### src/rtl/tube_pkg.sv
// Shared Tube ULA definitions: register-3 reset bytes and the one/two-byte mode
// encoding used by both directions of the register-3 FIFO.
package tube_pkg;

    localparam logic [7:0] TUBE_RST_BYTE0 = 8'hAA;
    localparam logic [7:0] TUBE_RST_BYTE1 = 8'hEE;

    typedef enum logic {
        REG3_TWO_BYTE = 1'b0,
        REG3_ONE_BYTE = 1'b1
    } reg3_mode_e;

    // Host-side full status: in one-byte mode only byte 0 matters.
    function automatic logic reg3_full(input reg3_mode_e mode, input logic f0, input logic f1);
        return (mode == REG3_ONE_BYTE) ? f0 : f1;
    endfunction

    // Empty status: byte 1 is invisible in one-byte mode.
    function automatic logic reg3_empty(input reg3_mode_e mode, input logic f0, input logic f1);
        return !f0 && (!f1 || (mode == REG3_ONE_BYTE));
    endfunction

endpackage

### src/rtl/tube_flag_sync.sv
// Single-clock occupancy flag with synchronous reset; a same-cycle set beats a clear.
module tube_flag_sync (
    input  logic clk_i,
    input  logic rst_i,
    input  logic set_i,
    input  logic clr_i,
    output logic flag_o
);

    logic flag_q;
    logic flag_d;

    always_comb begin
        flag_d = flag_q;
        if (set_i) begin
            flag_d = 1'b1;
        end else if (clr_i) begin
            flag_d = 1'b0;
        end
    end

    always_ff @(posedge clk_i) begin
        if (rst_i) begin
            flag_q <= 1'b0;
        end else begin
            flag_q <= flag_d;
        end
    end

    assign flag_o = flag_q;

endmodule

### src/rtl/hp_reg3_sync.sv
// Host-to-parasite Tube register-3 FIFO (two bytes, single clock). Byte storage and
// output muxing live here; the occupancy flags are tube_flag_sync instances.
module hp_reg3_sync
    import tube_pkg::*;
#(
    parameter logic [7:0] RST_BYTE0 = TUBE_RST_BYTE0,
    parameter logic [7:0] RST_BYTE1 = TUBE_RST_BYTE1
) (
    input  logic       h_phi2,
    input  logic       h_rst,
    input  logic [7:0] h_data,
    input  logic       h_selectData,
    input  logic       h_wr,
    input  logic       p_selectData,
    input  logic       p_rd,
    input  logic       one_byte_mode,
    output logic [7:0] p_data,
    output logic       p_data_available,
    output logic       p_nmi,
    output logic       h_full,
    output logic       h_empty
);

    reg3_mode_e mode;
    logic       wr;
    logic       rd;
    logic       f0;
    logic       f1;
    logic       set0;
    logic       clr0;
    logic       set1;
    logic       clr1;
    logic [7:0] byte0_q;
    logic [7:0] byte0_d;
    logic [7:0] byte1_q;
    logic [7:0] byte1_d;

    assign mode = one_byte_mode ? REG3_ONE_BYTE : REG3_TWO_BYTE;
    assign wr   = h_selectData & h_wr;
    assign rd   = p_selectData & p_rd;

    // Everything is decoded from the pre-edge flags. In two-byte mode the set and
    // clear targets never coincide, so simultaneous accesses compose cleanly.
    always_comb begin
        set0 = 1'b0;
        clr0 = 1'b0;
        set1 = 1'b0;
        clr1 = 1'b0;
        unique case (mode)
            REG3_ONE_BYTE: begin
                set0 = wr;
                clr0 = rd;
            end
            REG3_TWO_BYTE: begin
                set0 = wr & !f0;
                set1 = wr & f0 & !f1;
                clr0 = rd & f0;
                clr1 = rd & !f0 & f1;
            end
            default: ;
        endcase
    end

    tube_flag_sync u_flag0 (
        .clk_i  (h_phi2),
        .rst_i  (h_rst),
        .set_i  (set0),
        .clr_i  (clr0),
        .flag_o (f0)
    );

    tube_flag_sync u_flag1 (
        .clk_i  (h_phi2),
        .rst_i  (h_rst),
        .set_i  (set1),
        .clr_i  (clr1),
        .flag_o (f1)
    );

    // A byte is captured exactly when its flag is being set, so dropped
    // overflow writes leave storage untouched.
    always_comb begin
        byte0_d = byte0_q;
        byte1_d = byte1_q;
        if (set0) begin
            byte0_d = h_data;
        end
        if (set1) begin
            byte1_d = h_data;
        end
    end

    always_ff @(posedge h_phi2) begin
        if (h_rst) begin
            byte0_q <= RST_BYTE0;
            byte1_q <= RST_BYTE1;
        end else begin
            byte0_q <= byte0_d;
            byte1_q <= byte1_d;
        end
    end

    assign p_data           = f0 ? byte0_q : byte1_q;
    assign p_data_available = (f0 & (mode == REG3_ONE_BYTE)) | f1;
    assign p_nmi            = p_data_available;
    assign h_full           = reg3_full(mode, f0, f1);
    assign h_empty          = reg3_empty(mode, f0, f1);

endmodule

### config.mk
export PLATFORM = sky130hd
export DESIGN_NAME = hp_reg3_sync
export DESIGN_NICKNAME = d
export VERILOG_FILES = /design/src/rtl/tube_pkg.sv /design/src/rtl/tube_flag_sync.sv /design/src/rtl/hp_reg3_sync.sv
export SDC_FILE = /design/constraint.sdc
export NUM_CORES = 1
export LEC_CHECK = 0
export BUFFER_PORTS_ARGS = -buffer_cell sky130_fd_sc_hd__buf_2
export CELL_PAD_IN_SITES_DETAIL_PLACEMENT = 0
export CELL_PAD_IN_SITES_GLOBAL_PLACEMENT = 1
export CORE_MARGIN = 5
export CORE_UTILIZATION = 39
export DETAILED_ROUTE_END_ITERATION = 8
export PLACE_DENSITY_LB_ADDON = 0.1
export SYNTH_ARGS = -nofsm -noshare
export SYNTH_HDL_FRONTEND = slang
export SYNTH_SLANG_ARGS = --single-unit
### constraint.sdc
create_clock -name h_phi2 -period 1.7 [get_ports h_phi2]
set_input_delay 0.255 -clock h_phi2 [delete_from_list [all_inputs] [get_ports h_phi2]]
set_output_delay 0.255 -clock h_phi2 [all_outputs]
set_load 0.02 [all_outputs]
# Yosys cells after proc, flatten, opt, wreduce, memory -nomap -nowiden
# Index checks and enable logic that the tools add are counted.
# totals
regBits	18
wordCells	32
# op_classes
n_mux	11
bitwise	11
reduce_logical	6
# ops
operator	n
$and A1 B1 Y1	9
$mux W1	8
$mux W8	1
$pmux W1 S2	2
$reduce_bool A2 Y1	2
$logic_not A1 Y1	2
$logic_and A1 B1 Y1	1
$logic_or A1 B1 Y1	1
$not A1 Y1	1
$or A1 B1 Y1	1

# Depth between registers and ports, before layout
# logic_depth
depth_word	6
ltp_mapped	4

# Hierarchy
# A second synthesis with hierarchy kept.
# unflattened
hier_cells	99
hier_area_um2	899.6
# by_module_without_submodules
mod	instances	cells_each	area_each_um2	seq_area_each_um2
hp_reg3_sync	1	91	822.0	320.3
tube_flag_sync	2	4	38.8	20.0

# Worst setup path after synthesis
# Ideal clock, no wire load.
# synth_timing
kind	reg2out
from	register u_flag0.flag_q (netlist: u_flag0.flag_o)
to	output port p_nmi
arrival_ns	1.031
required_ns	1.445
slack_ns	0.414
stages_incl_launch_ff	4
n_path_buf	2
cell_sequence	dfxtp_1 > buf_2 > a21o_1 > buf_4
# synth_between
elab_chain_len	2
# synth_lines
element	line_no	rtl
from (decl)	tube_flag_sync.sv:10	logic flag_q;
from (signal assigned)	tube_flag_sync.sv:26	flag_q <= flag_d;
$and A1 B1 Y1	hp_reg3_sync.sv:104	assign p_data_available = (f0 & (mode == REG3_ONE_BYTE)) | f1;
$or A1 B1 Y1	hp_reg3_sync.sv:104	
to (decl)	hp_reg3_sync.sv:19	output logic p_nmi,
# No other way between the ends.

# Worst setup path after layout
# layout_timing
from	register u_flag0.flag_q (netlist: u_flag0.flag_o)
to	output port p_data[6]
# layout_between
elab_chain_len	1
# layout_lines
element	line_no	rtl
$mux W8	hp_reg3_sync.sv:103	assign p_data = f0 ? byte0_q : byte1_q;
to (decl)	hp_reg3_sync.sv:17	output logic [7:0] p_data,
# No other way between the ends.

==> impl_results.md <==
- TritonCTS buffer count: 3
- Root Driver: clkbuf_4
- Tot GR Track Use: 0.1284
- Post-Syn Instances: 93
- Die Y: 57.05 um
- Syn-to-layout area delta: 22.32%
- # port buffers: 26
- Worst setup margin: 0.1503 ns
- Register area share after synthesis: 0.4174
- GP Congestion: ~0.70
- Pin count of the biggest net entering global routing: 27
- Number of H-tree levels: 1
- CP Launch Type: flip-flop
- Setup CP Type: reg2out
- Worst EP required: approximately 1.4 ns
- ANT nets after route: 0
- Syn Area/Cell: 9.283 sq um
- Compound-Gate Fraction of Synth Area: 0.1217
- Final WL: 1965 um
- Core ar.: about 0.0022 sq mm
- N_diodes: 0
- # placed instances: 144
- Commonest non-fill, non-tap cell in the layout: buf_2
- Reg-to-Reg End: byte0_q[7]$_SDFFE_PP1P_
- Relative slew margins: 0.7115
- Via density: 5.027
- Grt ovf: 0
- Nets@finish: 136
- Netlist cell types: 23
- Core Rows: 17
- Post-DP HPWL: approximately 1400 um
- First-iteration detailed-routing DRC count: 12
- Final Setup Violations: 0
- Setup crit start: u_flag0.flag_o$_SDFFE_PP0P_
- Status: complete, no violations
- Most frequent cells in the layout: buf_2 (26), dfxtp_1 (18), nor2_1 (12)
- Post-Synth Adder-Cell Area: 0
- Max Clock Freq: 645.3 MHz
- Worst Reg-to-Reg Cells: 4
- Largest family of logic cells by synthesized area: multiplexers
- Die width: 57.05 um
- Pwr dens: 784.9 mW/mm^2
- Critical Path Fanout Max: 6
- Drc violations: 0
- Post-synthesis simple-gate area fraction: 0.2014
- R2R setup slack: 0.41 ns
- Mapped Area: 863.3 sq um
- Synth top area share: 0.4174
- Drt first pass iters: 3
- CP Data Arrival Time: 1.29 ns
- Worst Tran Pin Value: about 0.43 ns
- DR vias: 744
- Worst vdd ir: between 0.4 and 0.5 mV
- CTS Buffer Depth: 2
- Post-Synth XOR/XNOR Area: 0
- Number of global-route vias before repair: around 740
- CTS sink count: 18
- Hold crit path type: in2reg
- Antenna violations before repair: 0
- Fin crit period: approximately 1.5 ns
- Setup repair bufs after CTS: 0
- Starting Density: 0.3979
- Critical path endpoint: p_data[6]
- First-pass GRT wire length: 3291 um
- Pwr Total: 828.9 uW
- Fraction of layout cells with a size suffix above 1: 0.3750
- Finished Layout Cells: 148
- Post-Route Skew: 0.001777 ns
- Crit path capture type: output pin
- Ys Warns: 0
- Final Slew Violations: 0
- Fin crit share: 0.9116
- Mapped Nets: roughly 110
- Leakage power: between 0.4 and 0.5 nW
- Hold_buf cts: 0
- Clock transition at the registers of the reported paths: 0.10 ns
- # Max-Cap Violations: 0
- Setup TNS Final: 0 ns
- Ports: 27
- CTS tree: yes
- RSZ-0062 raised after global routing: no
- Setup WS pre-CTS: 0.3961 ns
- Average wire per standard cell: 13.28 um
- Register bit total from synthesis: 18
- Clk Latency, worst-skew pair: roughly 0.29 ns
- Final Hold Fails: 0
- Largest cells by area after synthesis: dfxtp_1 (42%), mux2_2 (12%), mux2i_1 (9.3%)
- Area leader, netlist: dfxtp_1
- Worst r2r src: u_flag0.flag_o$_SDFFE_PP0P_
- Cts repair resizes: 0
- Mux cell area share after synthesis: 0.2101
- Die ar.: 0.003255 sq mm
==> metrics by stage <==
step / instance area, sq um / utilization / hold slack (ns)
finish: 1056 / 0.4867 / 0.2187
global route: 1056 / 0.4867 / 0.2143
CTS: 1056 / 0.4867 / 0.2114
detailed placement: 1020 / 0.4700 / 0.4509
global placement: 1020 / 0.4700 / 0.4491
floorplan: 863.3 / - / 0.4027
==> worst max-delay path, cell delays in order (launching register included) <==
cell	delay, ns
dfxtp_1	0.34
buf_4	0.16
mux2_2	0.35
buf_2	0.16
==> per-layer routing <==
metal | global-route usage | vias to the layer above | part of all wire | wire (um)
li1 | - | 379 | - | -
met1 | 0.1644 | 349 | 0.48 | 935
met2 | 0.2055 | 14 | 0.47 | 921
met3 | 0.02715 | 2 | 0.045 | 89
met4 | 0.05960 | 0 | 0.0092 | 18
met5 | 0 | - | 0 | 0
==> synth_stat cells <==
library cell	number
and2_1	1
or3_1	1
nor3_4	1
nand2b_2	1
nand2_1	4
a21oi_1	7
dfxtp_1	18
o31ai_1	1
nor2_1	12
mux2_2	9
o21ai_0	4
mux2i_1	8
a211o_1	4
nor2b_1	1
buf_6	1
nand2b_1	4
a21o_1	1
clkbuf_1	4
nand3_1	4
inv_1	1
buf_4	1
buf_2	1
and3_1	4
==> registers in the layout (all words and copies together) (netlist names) <==
signal / cells
byte0_q: 8
byte1_q: 8
u_flag1.flag_o: 1
u_flag0.flag_o: 1
==> cells by family after synthesis <==
group,Yosys count
AO/OA/AOI/OAI,17
buffers and inverters,8
flip-flops,18
multiplexers,17
AND/OR/NAND/NOR,33
==> report_power, final <==
group          internal (mW)  switching [mW]
sequential             0.437         0.00789
combinational         0.0552          0.0713
clock                  0.130           0.128
==> area by class of cell <==
cell class              instances  area, sq um
clock buffers                   4        36.28
fillers                       244         1114
repair buffers                 30        160.2
multi-input cells              67        460.4
inverters                       1        3.754
well taps                      28        35.03
flip-flops and latches         18        360.3
==> worst min-delay path by stage <==
stage | from | end | cells after the start
2_1_floorplan | h_data[0] | byte0_q[0]$_SDFFE_PP0P_ | 2
3_3_place_gp | byte0_q[7]$_SDFFE_PP1P_ | byte0_q[7]$_SDFFE_PP1P_ | 1
3_5_place_dp | byte0_q[3]$_SDFFE_PP1P_ | byte0_q[3]$_SDFFE_PP1P_ | 1
4_1_cts | h_data[4] | byte0_q[4]$_SDFFE_PP0P_ | 3
5_1_grt | h_data[2] | byte0_q[2]$_SDFFE_PP0P_ | 3
6_report | h_data[4] | byte0_q[4]$_SDFFE_PP0P_ | 3
Note: power is estimated with default switching activity, not from simulation.
